`src/rtl/irq_pkg.sv`:
```
`default_nettype none
// ============================================================================
// Module   : irq_pkg
// Brief    : Shared types and helpers for the external interrupt controller.
// Revision : 1.0 - initial release
// ============================================================================
package irq_pkg;

    localparam int NSRC_MAX = 16;

    typedef enum logic [1:0] {
        IDLE     = 2'd0,
        REQ      = 2'd1,
        WAIT_LOW = 2'd2
    } irq_state_t;

    // Lowest set index wins; returns 0 when nothing is set.
    function automatic int unsigned lowestSet(input logic [NSRC_MAX-1:0] vec);
        int unsigned idx;
        idx = 0;
        for (int i = NSRC_MAX - 1; i >= 0; i--) begin
            if (vec[i]) begin
                idx = i;
            end
        end
        return idx;
    endfunction

endpackage
`default_nettype wire

```
`src/rtl/ext_irq_ctrl_if.sv`:
```
`default_nettype none
// ============================================================================
// Module   : ext_irq_ctrl_if
// Brief    : Interrupt sources, mask and processor request/ack handshake.
// Revision : 1.0 - initial release
// ============================================================================
interface ext_irq_ctrl_if #(
    parameter int NSRC = 4
);
    localparam int IDW = $clog2(NSRC);

    logic [NSRC-1:0] irq_src;
    logic [NSRC-1:0] irq_mask;
    logic            ExtIAck;
    logic            ExtIRQ;
    logic [IDW-1:0]  irq_id;
    logic [NSRC-1:0] pending;

    // master: the controller; slave: processor plus interrupt sources
    modport master (
        input  irq_src,
        input  irq_mask,
        input  ExtIAck,
        output ExtIRQ,
        output irq_id,
        output pending
    );

    modport slave (
        output irq_src,
        output irq_mask,
        output ExtIAck,
        input  ExtIRQ,
        input  irq_id,
        input  pending
    );

endinterface
`default_nettype wire

```
`src/rtl/irq_sync_edge.sv`:
```
`default_nettype none
// ============================================================================
// Module   : irq_sync_edge
// Brief    : Multi-flop synchronizer followed by a rising-edge pulse detector.
// Revision : 1.0 - initial release
// ============================================================================
module irq_sync_edge #(
    parameter int SYNC_STAGES = 2
) (
    input  wire logic CLOCK_50,
    input  wire logic reset,
    input  wire logic d,
    output logic      edge_o
);

    logic [SYNC_STAGES-1:0] r_sync;
    logic                   r_syncD;

    always_ff @(posedge CLOCK_50 or posedge reset) begin
        if (reset) begin
            r_sync  <= '0;
            r_syncD <= 1'b0;
        end else begin
            r_sync  <= {r_sync[SYNC_STAGES-2:0], d};
            r_syncD <= r_sync[SYNC_STAGES-1];
        end
    end

    assign edge_o = r_sync[SYNC_STAGES-1] & ~r_syncD;

endmodule
`default_nettype wire

```
`src/rtl/ext_irq_ctrl.sv`:
```
`default_nettype none
// ============================================================================
// Module   : ext_irq_ctrl
// Brief    : Edge-latching, fixed-priority interrupt controller with a
//            four-phase ExtIRQ/ExtIAck handshake towards the processor.
// Revision : 1.0 - initial release
// ============================================================================
module ext_irq_ctrl
    import irq_pkg::*;
#(
    parameter int NSRC        = 4,
    parameter int SYNC_STAGES = 2
) (
    input  wire logic      CLOCK_50,
    input  wire logic      reset,
    ext_irq_ctrl_if.master irqBus
);

    localparam int IDW = $clog2(NSRC);

    irq_state_t          r_state;
    logic                r_extIrq;
    logic [IDW-1:0]      r_irqId;
    logic [NSRC-1:0]     r_pending;

    logic [NSRC-1:0]     w_edge;
    logic [NSRC-1:0]     w_clr;
    logic [NSRC_MAX-1:0] w_reqVec;
    logic [IDW-1:0]      w_winner;

    generate
        for (genvar gi = 0; gi < NSRC; gi++) begin : g_src
            irq_sync_edge #(
                .SYNC_STAGES (SYNC_STAGES)
            ) u_syncEdge (
                .CLOCK_50 (CLOCK_50),
                .reset    (reset),
                .d        (irqBus.irq_src[gi]),
                .edge_o   (w_edge[gi])
            );
        end
    endgenerate

    assign w_reqVec = NSRC_MAX'(r_pending & irqBus.irq_mask);
    assign w_winner = IDW'(lowestSet(w_reqVec));

    // The clear targets the committed id, not the current winner.
    assign w_clr = (r_state == REQ && irqBus.ExtIAck) ? (NSRC'(1) << r_irqId) : '0;

    // A new edge on the source being cleared re-pends it.
    always_ff @(posedge CLOCK_50 or posedge reset) begin
        if (reset) begin
            r_pending <= '0;
        end else begin
            r_pending <= (r_pending & ~w_clr) | w_edge;
        end
    end

    always_ff @(posedge CLOCK_50 or posedge reset) begin
        if (reset) begin
            r_state  <= IDLE;
            r_extIrq <= 1'b0;
            r_irqId  <= '0;
        end else begin
            case (r_state)
                IDLE: begin
                    r_extIrq <= 1'b0;
                    if (irqBus.ExtIAck) begin
                        r_state <= WAIT_LOW;
                    end else if (|w_reqVec) begin
                        r_irqId  <= w_winner;
                        r_extIrq <= 1'b1;
                        r_state  <= REQ;
                    end
                end
                REQ: begin
                    if (irqBus.ExtIAck) begin
                        r_extIrq <= 1'b0;
                        r_state  <= WAIT_LOW;
                    end
                end
                WAIT_LOW: begin
                    r_extIrq <= 1'b0;
                    if (!irqBus.ExtIAck) begin
                        r_state <= IDLE;
                    end
                end
                default: begin
                    r_extIrq <= 1'b0;
                    r_state  <= IDLE;
                end
            endcase
        end
    end

    assign irqBus.ExtIRQ  = r_extIrq;
    assign irqBus.irq_id  = r_irqId;
    assign irqBus.pending = r_pending;

endmodule
`default_nettype wire

```
`src/flat_wrapper.sv`:
```
// flat-port wrapper written by rule: the top's interface ports become plain ports
module ext_irq_ctrl_flat import irq_pkg::*;
#(
    parameter int NSRC        = 4,
    parameter int SYNC_STAGES = 2
)
  (CLOCK_50, reset, irqBus_irq_src, irqBus_irq_mask, irqBus_ExtIAck, irqBus_ExtIRQ, irqBus_irq_id, irqBus_pending);
  ext_irq_ctrl_if #(.NSRC(NSRC)) irqBus_i ();
  input  wire logic CLOCK_50;
  input  wire logic reset;
  input wire logic [$bits(irqBus_i.irq_src)-1:0] irqBus_irq_src;
  input wire logic [$bits(irqBus_i.irq_mask)-1:0] irqBus_irq_mask;
  input wire logic [$bits(irqBus_i.ExtIAck)-1:0] irqBus_ExtIAck;
  output wire logic [$bits(irqBus_i.ExtIRQ)-1:0] irqBus_ExtIRQ;
  output wire logic [$bits(irqBus_i.irq_id)-1:0] irqBus_irq_id;
  output wire logic [$bits(irqBus_i.pending)-1:0] irqBus_pending;
  assign irqBus_i.irq_src = irqBus_irq_src;
  assign irqBus_i.irq_mask = irqBus_irq_mask;
  assign irqBus_i.ExtIAck = irqBus_ExtIAck;
  assign irqBus_ExtIRQ = irqBus_i.ExtIRQ;
  assign irqBus_irq_id = irqBus_i.irq_id;
  assign irqBus_pending = irqBus_i.pending;
  ext_irq_ctrl #(.NSRC(NSRC), .SYNC_STAGES(SYNC_STAGES)) u_core (.CLOCK_50(CLOCK_50), .reset(reset), .irqBus(irqBus_i));
endmodule
```
`config.mk`:
```
export PLATFORM = sky130hd
export DESIGN_NAME = ext_irq_ctrl_flat
export DESIGN_NICKNAME = d
export VERILOG_FILES = /design/src/rtl/irq_pkg.sv /design/src/rtl/ext_irq_ctrl_if.sv /design/src/rtl/irq_sync_edge.sv /design/src/rtl/ext_irq_ctrl.sv /design/src/flat_wrapper.sv
export SDC_FILE = /design/constraint.sdc
export NUM_CORES = 1
export LEC_CHECK = 0
export CAP_MARGIN = 30
export CORE_ASPECT_RATIO = 1.1
export CORE_MARGIN = 2
export CORE_UTILIZATION = 41
export CTS_CLUSTER_DIAMETER = 50
export DETAILED_ROUTE_END_ITERATION = 8
export PLACE_DENSITY = 0.83
export SLEW_MARGIN = 0
export SYNTH_ARGS = -nofsm -noshare
export SYNTH_HDL_FRONTEND = slang
export SYNTH_SLANG_ARGS = --single-unit
```
`constraint.sdc`:
```
create_clock -name CLOCK_50 -period 1.25 [get_ports CLOCK_50]
set_clock_uncertainty 0.2 [all_clocks]
set_input_delay 0.125 -clock CLOCK_50 [delete_from_list [all_inputs] [get_ports CLOCK_50]]
set_output_delay 0.125 -clock CLOCK_50 [all_outputs]
set_load 0.1 [all_outputs]
```
# --- After elaboration in Yosys (flattened, before gate mapping) ---
# Cells that the tools add are included.
word_totals:
  register_bits: 21
  inputBits: 11
  out_inout_bits: 7
  word_cells: 62
classes:
  eq_ne: 5
  shift: 1
  mux: 26
  bitwise_logic: 13
  reduce_logical: 5
op_table:
  columns: ["cell", "count"]
  rows:
  - ["two-way mux 2 bit", 20]
  - ["OR reduction 16 bit", 1]
  - ["AND 4 bit", 2]
  - ["one-hot mux 2 bit (3 select lines)", 1]
  - ["AND reduction 3 bit", 2]
  - ["inverter 1 bit", 5]
  - ["AND 1 bit", 4]
  - ["two-way mux 4 bit", 1]
  - ["!= test 2 bit, second input constant", 2]
  - ["inverter 4 bit", 1]
  - ["OR 4 bit", 1]
  - ["<< shifter 1 x 2 -> 4 bit, first input constant", 1]
  - ["two-way mux 1 bit", 3]
  - ["!= test 3 x 2 -> 1 bit, second input constant", 1]
  - ["== test 2 x 1 -> 1 bit, second input constant", 1]
  - ["== test 2 bit, second input constant", 1]
  - ["logical NOT 2 bit", 1]
  - ["one-hot mux 1 bit (2 select lines)", 1]
  - ["logical AND 1 bit", 1]

# --- Depth between registers and ports, before layout ---
# Gate-level depths: netlist of run 1.
depth:
  depth_word: 16
  mapped_depth: 4
  ltp_nobuf: 4

# --- Cells and area by module ---
# Synthesis of run 1 repeated with hierarchy kept, for this count alone.
hier_totals:
  cells_unflattened: 56
  hier_area_um2: 783.3
by_module_without_submodules:
  columns: ["module", "n_inst", "cells_per_inst", "area_per_inst_um2", "seq_area_each_um2"]
  rows:
  - ["ext_irq_ctrl", 1, 36, 412.9, 225.2]
  - ["irq_sync_edge", 4, 5, 92.6, 75.1]

# --- Worst setup path after synthesis of run 1 ---
# Ideal clock, no wire load.
synth_path:
  path_kind: "register to register"
  from: "register u_core.r_pending[2], in the netlist u_core.irqBus.pending[2]"
  to: "register u_core.r_irqId[0], in the netlist u_core.irqBus.irq_id[0]"
  setup_time_ns: 0.126
  t_arrival_ns: 1.660
  required_ns: 0.924
  path_slack_ns: -0.736
  stages_incl_launch_ff: 5
  n_path_buf: 0
  synth_period_minus_slack_ns: 1.986
  cell_sequence: "dfrtp_1 nand2_1 a32oi_1 a21oi_1 mux2_4"
synth_between:
  elab_chain_cells: 4
  elab_cells_between_ends: 6
  cone_classes: "3 x mux; 1 x bitwise; 2 x reduce/logical"
synth_rtl:
  columns: ["item", "line_no", "rtl"]
  rows:
  - ["start, declared", "ext_irq_ctrl.sv:24", "logic [NSRC-1:0] r_pending;"]
  - ["start signal, assigned", "ext_irq_ctrl.sv:55", "r_pending <= (r_pending & ~w_clr) | w_edge;"]
  - ["AND 4 bit *", "ext_irq_ctrl.sv:44", "assign w_reqVec = NSRC_MAX'(r_pending & irqBus.irq_mask);"]
  - ["parallel branches: the longest is 3 deep, another holds OR reduction 16 bit", null, null]
  - ["end signal, assigned", "ext_irq_ctrl.sv:71", "r_irqId <= w_winner;"]
  - ["end, declared", "ext_irq_ctrl.sv:23", "logic [IDW-1:0] r_irqId;"]
# Mark *: on every way between the ends.
# A chain may end at the register's enable or synchronous reset.

# --- Worst setup path after layout of run 1 ---
layout_path:
  from: "register u_core.r_pending[1], in the netlist u_core.irqBus.pending[1]"
  to: "register u_core.r_irqId[0], in the netlist u_core.irqBus.irq_id[0]"
layout_between:
  elab_chain_cells: 3
  elab_cells_between_ends: 5
  cone_classes: "2 x mux; 1 x bitwise; 2 x reduce/logical"
layout_rtl:
  columns: ["item", "line_no"]
  rows:
  - ["AND 4 bit *", "ext_irq_ctrl.sv:44"]
  - ["OR reduction 16 bit or two-way mux 2 bit (tied branches)", "ext_irq_ctrl.sv:70, irq_pkg.sv:22"]
  - ["AND reduction 3 bit (no source line) or two-way mux 2 bit (tied branches)", null]
# Every way passes the cells marked *; elsewhere a longest branch is shown, timed or not.

==> results of run 1 <==
## worst min-delay path by stage
stage	to	cells past startpoint
2_1_floorplan	u_core.g_src[0].u_syncEdge.r_syncD$_DFF_PP0_	1
3_3_place_gp	u_core.g_src[2].u_syncEdge.r_sync[1]$_DFF_PP0_	0
3_5_place_dp	u_core.g_src[2].u_syncEdge.r_sync[1]$_DFF_PP0_	0
4_1_cts	u_core.g_src[1].u_syncEdge.r_sync[0]$_DFF_PP0_	1
5_1_grt	u_core.g_src[0].u_syncEdge.r_sync[0]$_DFF_PP0_	1
6_report	u_core.g_src[1].u_syncEdge.r_sync[0]$_DFF_PP0_	1
## per-layer routing
metal | routed length (um) | up-vias | share of wire, % | global-route usage (%)
met5 | 0 | - | 0 | 0
met2 | 798 | 19 | 54 | 27.5
met1 | 580 | 259 | 39 | 17.8
li1 | - | 258 | - | -
met4 | 38 | 0 | 2.6 | 8.59
met3 | 67 | 4 | 4.5 | 2.61
## stage by stage
step	instances	util (%)	worst slack, ps
4_1_cts	108	69.7	-236
5_1_grt	109	70.4	-250
3_3_place_gp	99	64.0	-325
6_report	109	70.4	-230
2_1_floorplan	53	-	-401
3_5_place_dp	99	64.0	-392
## power by group through the flow
stage	Sequential [W]	Clock [W]	Combinational, W
after floorplan	0.00102	0	0.0000824
after global placement	0.000817	0	0.000515
after detailed placement	0.000822	0	0.000525
after CTS	0.000806	0.000326	0.000584
after global routing	0.000814	0.000355	0.000628
final	0.000807	0.000313	0.000601
## cells in the final DEF (no fill, tap or decap), drive strengths merged, types with 2 or more instances in the layout
master,instances
nor3,3
o21ai,7
clkdlybuf4s50,10
buf,23
o31ai,2
clkbuf,3
inv,7
nand2,3
dfrtp,21
a21oi,3
## sequential cells by signal, summed over array words and instances, names as in the netlist
| signal | count |
|---|---|
| u_core.g_src.u_syncEdge.r_sync | 8 |
| u_core.r_state | 2 |
| u_core.irqBus.pending | 4 |
| u_core.g_src.u_syncEdge.r_syncD | 4 |
| u_core.irqBus.irq_id | 2 |
| u_core.irqBus.ExtIRQ | 1 |
## timing repair
action,in CTS,in global routing
resized for setup,9,2
endpoints found under the hold margin,21,0
hold buffers,1,0
buffers inserted,4,1
endpoints found under the setup margin,12,15
pin swaps,2,3
## logic make-up (layout without fill, tap and decap cells)
logic type / after synthesis / after routing
multiplexers: 1 / 1
AO/OA/AOI/OAI: 16 / 16
AND/OR/NAND/NOR: 8 / 8
flip-flops: 21 / 21
buffers and inverters: 7 / 45
## area by class of cell
cell class / instances / share of cell area (%)
clock inverters: 1 / 0.408
repair buffers: 34 / 31.4
flip-flops and latches: 21 / 44.9
inverters: 7 / 2.14
clock buffers: 3 / 1.84
well taps: 18 / 1.84
multi-input cells: 25 / 17.4
==> summary.md, run 1 <==
| Metric | Value |
|---|---|
| Register area share after synthesis | `70.9%` |
| Max Clock Freq | `676 MHz` |
| CTS Buf Count | `3` |
| Pin count of the biggest net entering global routing | `22` |
| Max FO, Critical Path | `2` |
| Post-route cell area | `1230 um2` |
| Final min period | `1480 ps` |
| Final GP Congestion | `0.833` |
| Min Hold Slack | `46.9 ps` |
| CTS tree | `yes` |
| Initial Utilization | `42.5%` |
| Dpl cell area | `1110 um2` |
| Die Y | `48.6 um` |
| Max clock buf depth | `2` |
| Clock sinks | `21` |
| Cells after Synth | `53` |
| WS Path Type | `flop to flop` |
| Sw power | `0.000586 W` |
| Synthesized area per cell | `14.0 um2` |
| Crit. Startpoint | `u_core.irqBus.pending[1]$_DFF_PP0_` |
| Final Max Tran Viols | `0` |
| Outcome | `finished, violations left` |
| PwrDens | `1400 nW/um2` |
| CP top delay family | `flip-flops` |
| Via count | `540` |
| Compound-Gate Fraction of Synth Area | `15.2%` |
| Mapped Area | `741 um2` |
| Drt drc | `0` |
| NumNets Final | `103` |
| Footprint of the multi-input gates | `214 um2` |
| Drt total wl | `1480 um` |
| Yosys Warn Count | `0` |
| R2r setup slk | `-230 ps` |
| Buf/Inv on CP | `0` |
| EDFF count, synth | `0` |
| Number of logic stages on the critical path including buffering | `3` |
| Final Cycle Share | `118%` |
| Hold path start | `irqBus_irq_src[1]` |
| H-tree Lvls | `1` |
| Most frequent cell after synthesis | `dfrtp_1` |
| Reg2reg end | `u_core.irqBus.irq_id[0]$_DFFE_PP0P_` |
| Unrepaired setup endpoints after global routing | `yes` |
| Worst-Skew Late Latency | `300 ps` |
| I/O pin count | `18` |
| DPL Wire Length | `1080 um` |
| Largest family of logic cells by synthesized area | `compound AO/OA/AOI/OAI gates` |
| Flop pwr share | `46.9%` |
| Synth Area in Adders | `0%` |
| Clock network fraction of total power | `18.2%` |
| DR vias/cell | `4.95` |
| First-pass GRT wire length | `2470 um` |
| IO Port Bufs | `17` |
| Sw Share | `34.0%` |
| Tightest Hold Check Type | `input pin to flop` |
| Synthesized flop and latch total | `21` |
| CP peak stage delay | `490 ps` |
| Leading cell types by count after synthesis | `dfrtp_1, inv_1, o21ai_0` |
| Failing checks | `setup timing` |
| Core Box Area | `1740 um2` |
| GRT overflow | `0` |
| DIE AREA | `2160 um2` |
| Synth area leader | `dfrtp_1` |
| Internal | `0.00114 W` |
| Synth top area share | `70.9%` |
| Area delta synth->final | `65.5%` |
| Critical path required time | `1250 ps` |
| CTS clk-pin slew, worst paths | `110 ps` |
| Worst Setup Slack, final | `-230 ps` |
| Chip Width | `44.5 um` |
| Aggregate negative setup slack | `-1510 ps` |
| Relative slew margins | `70.4%` |
| Register area | `551 um2` |
| Max Cap Violations | `0` |
| Critical path data arrival time | `1480 ps` |
| Setup crit end | `u_core.irqBus.irq_id[0]$_DFFE_PP0P_` |
| Comb pwr share | `34.9%` |
| Post-synthesis mux area share | `2.03%` |
| Startpoint types | `flop` |
| Tot Pwr | `0.00172 W` |
| Pleak | `0.537 nW` |
| Post-DRT Antenna Nets | `0` |
| FF-to-FF Start | `u_core.irqBus.pending[1]$_DFF_PP0_` |
| Fill cell instance count of the final layout | `125` |
| DR iter-0 viols | `5` |
| Share of cells above drive strength 1 | `51.6%` |
| Cells along the critical path | `a22o_4 -> o21ai_2 -> mux2_4` |
| Cell depth of the worst flop-to-flop path | `3` |
| Distinct cells, synth | `18` |
| # diodes | `0` |
| WL per Instance | `13.6 um` |
| Vias in the first global route | `588` |
| VDD IR max | `0.000813 V` |
| GRT Total Usage | `15.9%` |
| Worst Tran Pin Value | `443 ps` |
| Final setup vio count | `12` |
| Antenna violations before repair | `0` |
| Synth Area in XOR/XNOR | `0%` |
| Top_reg_cell synth | `dfrtp_1` |
| Ranking of synthesized cells by area | `dfrtp_1, o21ai_0, inv_1, a22o_4, nor3_4` |
| Setup crit end kind | `flop` |
| 1st-pass router iterations | `3` |
| Simple-gate share of the synthesized area | `8.28%` |
| Cell row count | `16` |
| Crit path max-delay cell type | `dfrtp_4` |
| CTS root buf | `clkbuf_4` |
| Final Hold Violating Endpoints | `0` |
| Post-synth ARST share | `100%` |
| Syn_nets | `64` |
Note: power is estimated with default switching activity, not from simulation.
==> inputs of run 2 (changes only) <==
--- a/config.mk
+++ b/config.mk
@@ -10,6 +10,7 @@
 export CORE_MARGIN = 2
 export CORE_UTILIZATION = 41
 export CTS_CLUSTER_DIAMETER = 50
+export CTS_CLUSTER_SIZE = 24
 export DETAILED_ROUTE_END_ITERATION = 8
 export PLACE_DENSITY = 0.83
 export SLEW_MARGIN = 0
==> results of run 2 <==
Final layout, timing and power as in run 1 (identical DEF).
==> inputs of run 3 (changes only) <==
--- a/config.mk
+++ b/config.mk
@@ -6,12 +6,15 @@
 export NUM_CORES = 1
 export LEC_CHECK = 0
 export CAP_MARGIN = 30
+export CELL_PAD_IN_SITES_DETAIL_PLACEMENT = 1
+export CELL_PAD_IN_SITES_GLOBAL_PLACEMENT = 2
 export CORE_ASPECT_RATIO = 1.1
-export CORE_MARGIN = 2
-export CORE_UTILIZATION = 41
+export CORE_MARGIN = 1.5
+export CORE_UTILIZATION = 28
 export CTS_CLUSTER_DIAMETER = 50
 export CTS_CLUSTER_SIZE = 24
 export DETAILED_ROUTE_END_ITERATION = 8
+export MAX_ROUTING_LAYER = met4
 export PLACE_DENSITY = 0.83
 export SLEW_MARGIN = 0
 export SYNTH_ARGS = -nofsm -noshare
==> run 3 against run 2 <==
Cell count up 12%; the flow still finishes with violations (setup timing); clock power rose by 3%; routed wire length rose by 9.9%; sequential power hardly changed; combinational power rose by 2%; sequential share of layout area shrank 1.3 points; hold slack better by 1.8 ps; global-route usage fell by 2.1 points; clock-buffer cell count rose by 1.
==> summary.md, run 3 (synthesized netlist as in run 1, its figures left out) <==
| Metric | Value |
|---|---|
| Final Max Tran Viols | `0 (unchanged)` |
| # diodes | `0 (unchanged)` |
| Internal | `0.00115 W (+0.92%)` |
| H-tree Lvls | `1 (unchanged)` |
| Final Cycle Share | `118% (-0.38 points)` |
| DR iter-0 viols | `7 (+2)` |
| Outcome | `finished, violations left` |
| Tightest Hold Check Type | `input pin to flop` |
| IO Port Bufs | `17 (unchanged)` |
| Register area | `549 um2 (-0.23%)` |
| NumNets Final | `103 (unchanged)` |
| WL per Instance | `13.4 um (-1.8%)` |
| Crit. Startpoint | `u_core.irqBus.pending[1]$_DFF_PP0_` |
| Max Cap Violations | `0 (unchanged)` |
| GRT Total Usage | `13.8% (-2.1 points)` |
| First-pass GRT wire length | `2850 um (+15%)` |
| Final Hold Violating Endpoints | `0 (unchanged)` |
| Footprint of the multi-input gates | `219 um2 (+2.3%)` |
| Clock network fraction of total power | `18.4% (+0.2 points)` |
| Share of cells above drive strength 1 | `49.5% (-2.2 points)` |
| Max Clock Freq | `678 MHz (+0.32%)` |
| CTS root buf | `clkbuf_4` |
| DIE AREA | `2960 um2 (+37%)` |
| Post-route cell area | `1260 um2 (+2.9%)` |
| Final GP Congestion | `0.718 (-14%)` |
| PwrDens | `1380 nW/um2 (-1.6%)` |
| Core Box Area | `2500 um2 (+43%)` |
| WS Path Type | `flop to flop` |
| Sw power | `0.000596 W (+1.8%)` |
| FF-to-FF Start | `u_core.irqBus.pending[1]$_DFF_PP0_` |
| Top reg by flops | `u_core.g_src.u_syncEdge.r_sync` |
| Relative slew margins | `83.7% (+13 points)` |
| DPL Wire Length | `1240 um (+15%)` |
| Fin util | `50.5% (-20 points)` |
| CTS clk-pin slew, worst paths | `120 ps (about the same)` |
| Initial Utilization | `29.7% (-13 points)` |
| Worst Tran Pin Value | `244 ps (-199 ps)` |
| Vias in the first global route | `639 (+8.7%)` |
| Via count | `563 (+4.3%)` |
| Worst-Skew Late Latency | `300 ps (about the same)` |
| Tot Pwr | `0.00174 W (+1.2%)` |
| Worst Setup Slack, final | `-225 ps (+4.76 ps)` |
| Clock sinks | `21 (unchanged)` |
| Comb pwr share | `35.1% (+0.2 points)` |
| Final min period | `1480 ps (-4.76 ps)` |
| Flop pwr share | `46.5% (-0.4 points)` |
| Die Y | `56.9 um (+17%)` |
| 1st-pass router iterations | `4 (+1)` |
| GRT overflow | `0 (unchanged)` |
| Max clock buf depth | `2 (unchanged)` |
| Max FO, Critical Path | `2 (unchanged)` |
| Crit path max-delay cell type | `dfrtp_4` |
| CTS tree | `yes` |
| DR vias/cell | `4.61 (-6.9%)` |
| Most common cell after layout, fill and taps aside | `dfrtp_1` |
| Fill cell instance count of the final layout | `259 (+110%)` |
| Final setup vio count | `11 (-1)` |
| Sw Share | `34.2% (+0.19 points)` |
| Critical path required time | `1250 ps (about the same)` |
| Cell row count | `19 (+3)` |
| Pin count of the biggest net entering global routing | `22 (unchanged)` |
| Cells along the critical path | `a22o_4 -> o21ai_2 -> mux2_4` |
| Post-DRT Antenna Nets | `0 (unchanged)` |
| Max reg flops | `8 (unchanged)` |
| CP top delay family | `flip-flops` |
| CP peak stage delay | `500 ps (about the same)` |
| Drt total wl | `1630 um (+9.9%)` |
| Hold path start | `irqBus_irq_src[0]` |
| Setup crit end kind | `flop` |
| Buf/Inv on CP | `0 (unchanged)` |
| Pleak | `0.545 nW (+1.4%)` |
| Area delta synth->final | `70.3%` |
| Unrepaired setup endpoints after global routing | `yes` |
| Antenna violations before repair | `0 (unchanged)` |
| Failing checks | `setup timing` |
| VDD IR max | `0.000786 V (-3.2%)` |
| Startpoint types | `flop` |
| Chip Width | `52.0 um (+17%)` |
| Commonest non-fill, non-tap cells in the layout | `dfrtp_1, clkdlybuf4s50_1, buf_4` |
| I/O pin count | `18 (unchanged)` |
| Drt drc | `0 (unchanged)` |
| Worst Setup Slack post-DPL | `-357 ps (+36.0 ps)` |
| CTS Buf Count | `3 (unchanged)` |
| Critical path data arrival time | `1470 ps (about the same)` |
| Dpl cell area | `1130 um2 (+1.2%)` |
| Aggregate negative setup slack | `-1460 ps (+50.0 ps)` |
## run 3: area by class of cell
class | count | share of cell area [%]
Multi-Input combinational cell | 25 | 17.4
Sequential cell | 21 | 43.6
Clock buffer | 4 | 2.08
Timing Repair Buffer | 34 | 31.8
Inverter | 7 | 2.08
Tap cell | 31 | 3.08
## run 3: worst register-to-register path: cells and delay by family (launching register included)
family / cells / cell delay, ps
multiplexers: 1 / 300
AO/OA/AOI/OAI: 2 / 380
flip-flops: 1 / 500
## run 3: worst paths after layout
kind / slack, ps / to / depth (start not counted)
worst max-delay path: -230 / u_core.irqBus.irq_id[0]$_DFFE_PP0P_ / 3
worst min-delay path: 50 / u_core.g_src[0].u_syncEdge.r_sync[0]$_DFF_PP0_ / 1
worst max register to register: -230 / u_core.irqBus.irq_id[0]$_DFFE_PP0P_ / 3
worst min register to register: 160 / u_core.g_src[2].u_syncEdge.r_sync[1]$_DFF_PP0_ / 0
max in group asynchronous: 190 / u_core.irqBus.pending[3]$_DFF_PP0_ / 4
min in group asynchronous: 500 / u_core.irqBus.irq_id[1]$_DFFE_PP0P_ / 4
## run 3: power groups by stage
stage / combinational, W / clock (W) / sequential [W]
after floorplan: 0.0000824 / 0 / 0.00102
after global placement: 0.000517 / 0 / 0.000819
after detailed placement: 0.000530 / 0 / 0.000825
after CTS: 0.000570 / 0.000326 / 0.000811
after global routing: 0.000641 / 0.000365 / 0.000819
final: 0.000611 / 0.000321 / 0.000810
## run 3: timing repair
| action | 4_1_cts | 5_1_grt |
|---|---|---|
| pin swaps | 4 | 1 |
| resized for setup | 7 | 5 |
| setup endpoints to repair | 13 | 15 |
| endpoints found under the hold margin | 21 | 0 |
| hold buffers | 1 | 0 |
| buffers inserted | 4 | 3 |
## run 3: per-stage QoR
step                      hold slack [ps]  cells
after floorplan                     -98.4     53
after global placement                132    110
after detailed placement              136    110
after CTS                            44.6    119
after global routing                 41.3    122
final                                48.7    122
## run 3: routing by layer
metal	GRT usage (%)	vias up	share of wire (%)	routed length [um]
met2	23.0	16	54	882
li1	-	262	-	-
met4	5.64	0	0	0
met5	-	-	0	0
met3	3.14	0	4.6	75
met1	15.8	285	41	673
==> edit 1 (settings of run 1) <==
`SYNC_STAGES` is set to 2 in 3 places; all go to 4.
--- a/src/rtl/irq_sync_edge.sv
+++ b/src/rtl/irq_sync_edge.sv
@@ -5,7 +5,7 @@
 // Revision : 1.0 - initial release
 // ============================================================================
 module irq_sync_edge #(
-    parameter int SYNC_STAGES = 2
+    parameter int SYNC_STAGES = 4
 ) (
     input  wire logic CLOCK_50,
     input  wire logic reset,
--- a/src/rtl/ext_irq_ctrl.sv
+++ b/src/rtl/ext_irq_ctrl.sv
@@ -9,7 +9,7 @@
     import irq_pkg::*;
 #(
     parameter int NSRC        = 4,
-    parameter int SYNC_STAGES = 2
+    parameter int SYNC_STAGES = 4
 ) (
     input  wire logic      CLOCK_50,
     input  wire logic      reset,
--- a/src/flat_wrapper.sv
+++ b/src/flat_wrapper.sv
@@ -2,7 +2,7 @@
 module ext_irq_ctrl_flat import irq_pkg::*;
 #(
     parameter int NSRC        = 4,
-    parameter int SYNC_STAGES = 2
+    parameter int SYNC_STAGES = 4
 )
   (CLOCK_50, reset, irqBus_irq_src, irqBus_irq_mask, irqBus_ExtIAck, irqBus_ExtIRQ, irqBus_irq_id, irqBus_pending);
   ext_irq_ctrl_if #(.NSRC(NSRC)) irqBus_i ();
Function: changed (a bounded check fails within 4 cycles, from zero or initial values and one cycle with reset high).
==> edit 1 against run 1 <==
The flow still finishes with violations (negative setup slack); first-iteration DRC count grew 40%; sequential cell count grew 8; synthesized area grew 27%; setup slack lost 0.052 ns; power grew 33%; wire length grew 30%; final area grew 27%; critical path type unchanged; largest cell class unchanged; highest routed layer unchanged.
==> edit 1: results (changes against run 1) <==
Status
  • Status: finished, violations left
  • Violated checks: negative setup slack

Clock tree
  • Htree depth: 2 (+1)
  • Resized cells post-CTS: 14 (+5)
  • Setup Buffers After CTS: 5 (+1)
  • Clk slew on worst S/H paths: 0.08 ns (-0.03 ns)

Route
  • Met1 WL: 724 um (+25%)
  • DR vias: 657 (+22%)
  • DR WL met2: 1.06 mm (+33%)
  • DRT iter0 DRCs: 7 (+2)
  • DR WL/cell: 14.0 um (+2.6%)

Global route
  • Number of global-route vias before repair: 651 (+11%)
  • Total GRT Usage: 0.158 (-0.00119)
  • M3 GR Usage: 0.0628 (+0.0367)
  • Global Route met1 Usage: 0.155 (-0.0228)
  • Met2 usage: 0.282 (+0.00686)
  • Largest net degree at the start of global routing: 30 (+36%)

Power
  • Worst VDD drop: 1040 uV (+28%)
  • Seq pwr share: 0.473 (+0.004)
  • Leak: 0.696 nW (+30%)
  • Combinational Power: 0.000704 W (+17%)
  • Sw Ratio: 0.315 (-0.0248)

Synth
  • Fraction of the yosys area taken by sequential cells: 0.772 (+0.0628)
  • Top post-synthesis cells by area: dfrtp_1 77%, inv_1 2.8%, o21ai_0 2.1%

STA
  • Setup TNS: -2.07 ns (-0.558 ns)
  • Final WS setup: -0.282 ns (-0.0520 ns)
  • Final setup viols: 14 (+2)

Placement
  • Final GP Congestion: 0.860 (+3.3%)
  • Dpl ws: -0.373 ns (+0.0199 ns)
  • Dpl hpwl: 1.17 mm (+8.2%)

Final layout
  • Layout cells sized above 1: 0.509 (-0.00722)
  • Largest register FFs: 16 (+8)

Worst setup path
  • CP arrival: 1.53 ns (+0.05 ns)
  • CP Max Fanout: 3 (+1)

Hold path
  • Hold Crit Start: irqBus_irq_src[0]
[edit 1: layout make-up]
class	count	area (um^2)
Timing Repair Buffer	39	454
Inverter	7	26.3
Tap cell	30	37.5
Clock buffer	7	45.0
Clock inverter	1	5.00
Sequential cell	29	751
Multi-Input combinational cell	25	241
Fill cell	156	647
[edit 1: final timing paths]
| check | to | slack (ns) | depth (start not counted) |
|---|---|---|---|
| min | u_core.g_src[0].u_syncEdge.r_sync[0] | 0.04 | 1 |
| min in group asynchronous | u_core.g_src[1].u_syncEdge.r_sync[1] | 0.49 | 4 |
| max reg2reg | u_core.irqBus.irq_id[0] | -0.28 | 3 |
| max | u_core.irqBus.irq_id[0] | -0.28 | 3 |
| min reg2reg | u_core.g_src[2].u_syncEdge.r_sync[2] | 0.14 | 0 |
| max in group asynchronous | u_core.irqBus.pending[0] | 0.19 | 4 |
[edit 1: logic make-up after synthesis]
logic type | synth area share
AOI/OAI and AO/OA | 0.123
buffers and inverters | 0.0280
muxes | 0.0160
DFF | 0.772
and+or+nand+nor | 0.0613
==> edit 2 (flow settings as in run 1) <==
Without the edit above. Encoding of `irq_state_t`: now one-hot (3 bits for 3 states).
--- a/src/rtl/irq_pkg.sv
+++ b/src/rtl/irq_pkg.sv
@@ -8,10 +8,10 @@
 
     localparam int NSRC_MAX = 16;
 
-    typedef enum logic [1:0] {
-        IDLE     = 2'd0,
-        REQ      = 2'd1,
-        WAIT_LOW = 2'd2
+    typedef enum logic [2:0] {
+        IDLE     = 3'b001,
+        REQ      = 3'b010,
+        WAIT_LOW = 3'b100
     } irq_state_t;
 
     // Lowest set index wins; returns 0 when nothing is set.
Formal check against the unedited RTL: no difference found for any inputs over 10 cycles, from zero or initial values and one cycle with reset high; not proved beyond that.
==> edit 2 against run 1 <==
The run still ends with negative setup slack left; critical endpoint unchanged; sequential cell count up 1; synthesized area is 7.8% higher; final area increased by 12%; hold slack improved by 0.016 ns; critical path type unchanged; setup slack worse by 0.24 ns; core utilization increased by 6.0 points; wire length is 28% higher.
Power is not compared: it rests on default switching activity, and its combinational part moved more than twofold at a synthesized area within 25%.
==> edit 2: results (changes against run 1) <==
Status
  • Status: finished, violations left
  • Violated checks: negative setup slack

Final layout
  • Reg with most FFs: u_core.g_src.u_syncEdge.r_sync
  • Largest register FFs: 8 (unchanged)
  • Final non-filler cell total: 126 (+16%)
  • Total Nets Final: 120 (+17%)
  • Layout cells sized above 1: 0.500 (-0.0165)
  • Number of diodes: 0 (unchanged)

Placement
  • Dpl hpwl: 1.20 mm (+11%)
  • Final GP Congestion: 0.823 (-1.2%)
  • Number of buffers inserted by port buffering: 17 (unchanged)
  • Placement Cell Area: 1200 um^2 (+7.6%)
  • Dpl ws: -0.531 ns (-0.138 ns)
  • Post-Place Cells: 111 (+12%)

STA
  • Final WS setup: -0.467 ns (-0.237 ns)
  • WHS: 0.0632 ns (+0.0162 ns)
  • Setup TNS: -4.35 ns (-2.84 ns)
  • Relative slew slack: 0.836 (+0.132)
  • Final setup viols: 15 (+3)

Hold path
  • Hold endpoint: u_core.g_src[3].u_syncEdge.r_sync[0]
  • Class of the worst hold path: in2reg
  • Hold Crit Start: irqBus_irq_src[3]

Clock tree
  • Clk root buf: clkbuf_4
  • Clk slew on worst S/H paths: 0.11 ns (about the same)
  • Htree depth: 1 (unchanged)
  • Clk buf depth: 2 (unchanged)
  • Num CTS Buffers: 3 (unchanged)

Power
  • Sw Ratio: 0.394
  • Combinational power share: 0.553
  • Pwr/cell area: 2120 nW/um^2
  • Seq pwr: 0.00100 W

Synth
  • Post-Syn Instances: 62 (+17%)
  • Cell variety after synth: 24 (+6)
  • Synth Warn #: 0 (unchanged)
  • Top post-synthesis cells by area: dfrtp_1 66%, o21ai_0 4.4%, dfstp_2 3.3%
  • Most frequent cells after synthesis: 21 x dfrtp_1, 7 x o21ai_0, 6 x inv_1, 3 x a21oi_1, 3 x nand2_1
  • Syn nets: 73 (+14%)
  • Fraction of the yosys area taken by sequential cells: 0.691 (-0.0182)

Worst setup path
  • Crit path largest cell delay: 0.49 ns (about the same)
  • CP Max Fanout: 3 (+1)
  • CP arrival: 1.70 ns (+0.22 ns)
  • R2r worst-path depth: 4 (+1)
  • Crit-path leading delay family: flip-flops
  • Reg2reg end: u_core.irqBus.irq_id[0]
  • Worst r2r src: u_core.irqBus.pending[1]

Route
  • Met3 WL: 70 um (+4.5%)
  • DRT Wirelength: 1.90 mm (+28%)
  • Met1 WL: 754 um (+30%)
  • Vias per Instance: 5.27 (+6.4%)
  • 1st-pass router iterations: 4 (+1)
  • DR WL met2: 1.06 mm (+33%)
  • DRT iter0 DRCs: 2 (-3)

Global route
  • Total GRT Usage: 0.187 (+0.0284)
  • Antenna violations before repair: 0 (unchanged)
  • Met2 usage: 0.322 (+0.0464)
  • Largest net degree at the start of global routing: 23 (+4.5%)
  • Number of global-route vias before repair: 691 (+18%)
  • M3 GR Usage: 0.0324 (+0.00625)
  • First-pass GRT wire length: 3.05 mm (+23%)
  • Global Route met1 Usage: 0.214 (+0.0360)
## edit 2: changes by cell type in the layout (fill, tap and decap cells not counted), moves of 3 or more
cell,delta
buf_4,+5
nand2_1,+3
nand2_2,-3
dfrtp_1,+3
## edit 2: logic make-up (layout without fill, tap and decap cells)
group                  after synthesis  count (layout)  share of synthesized area
AO/OA/AOI/OAI                       19              19                      0.163
XOR/XNOR                             1               1                     0.0110
buffers and inverters                6              52                     0.0282
flip-flops                          22              22                      0.691
multiplexers                         1               1                     0.0141
AND/OR/NAND/NOR                     13              13                     0.0925
## edit 2: repair_timing
action,CTS,global route
hold buffers,1,0
setup endpoints to repair,15,17
hold endpoints to repair,21,0
pin swaps,10,4
resized for setup,16,10
buffers inserted,6,9
## edit 2: cell type report
class	count	area [um^2]
clock buffer	4	26.3
fill	110	425
inverter	6	22.5
multi-input combinational	34	272
sequential	22	568
tap	18	22.5
timing repair buffer	42	465
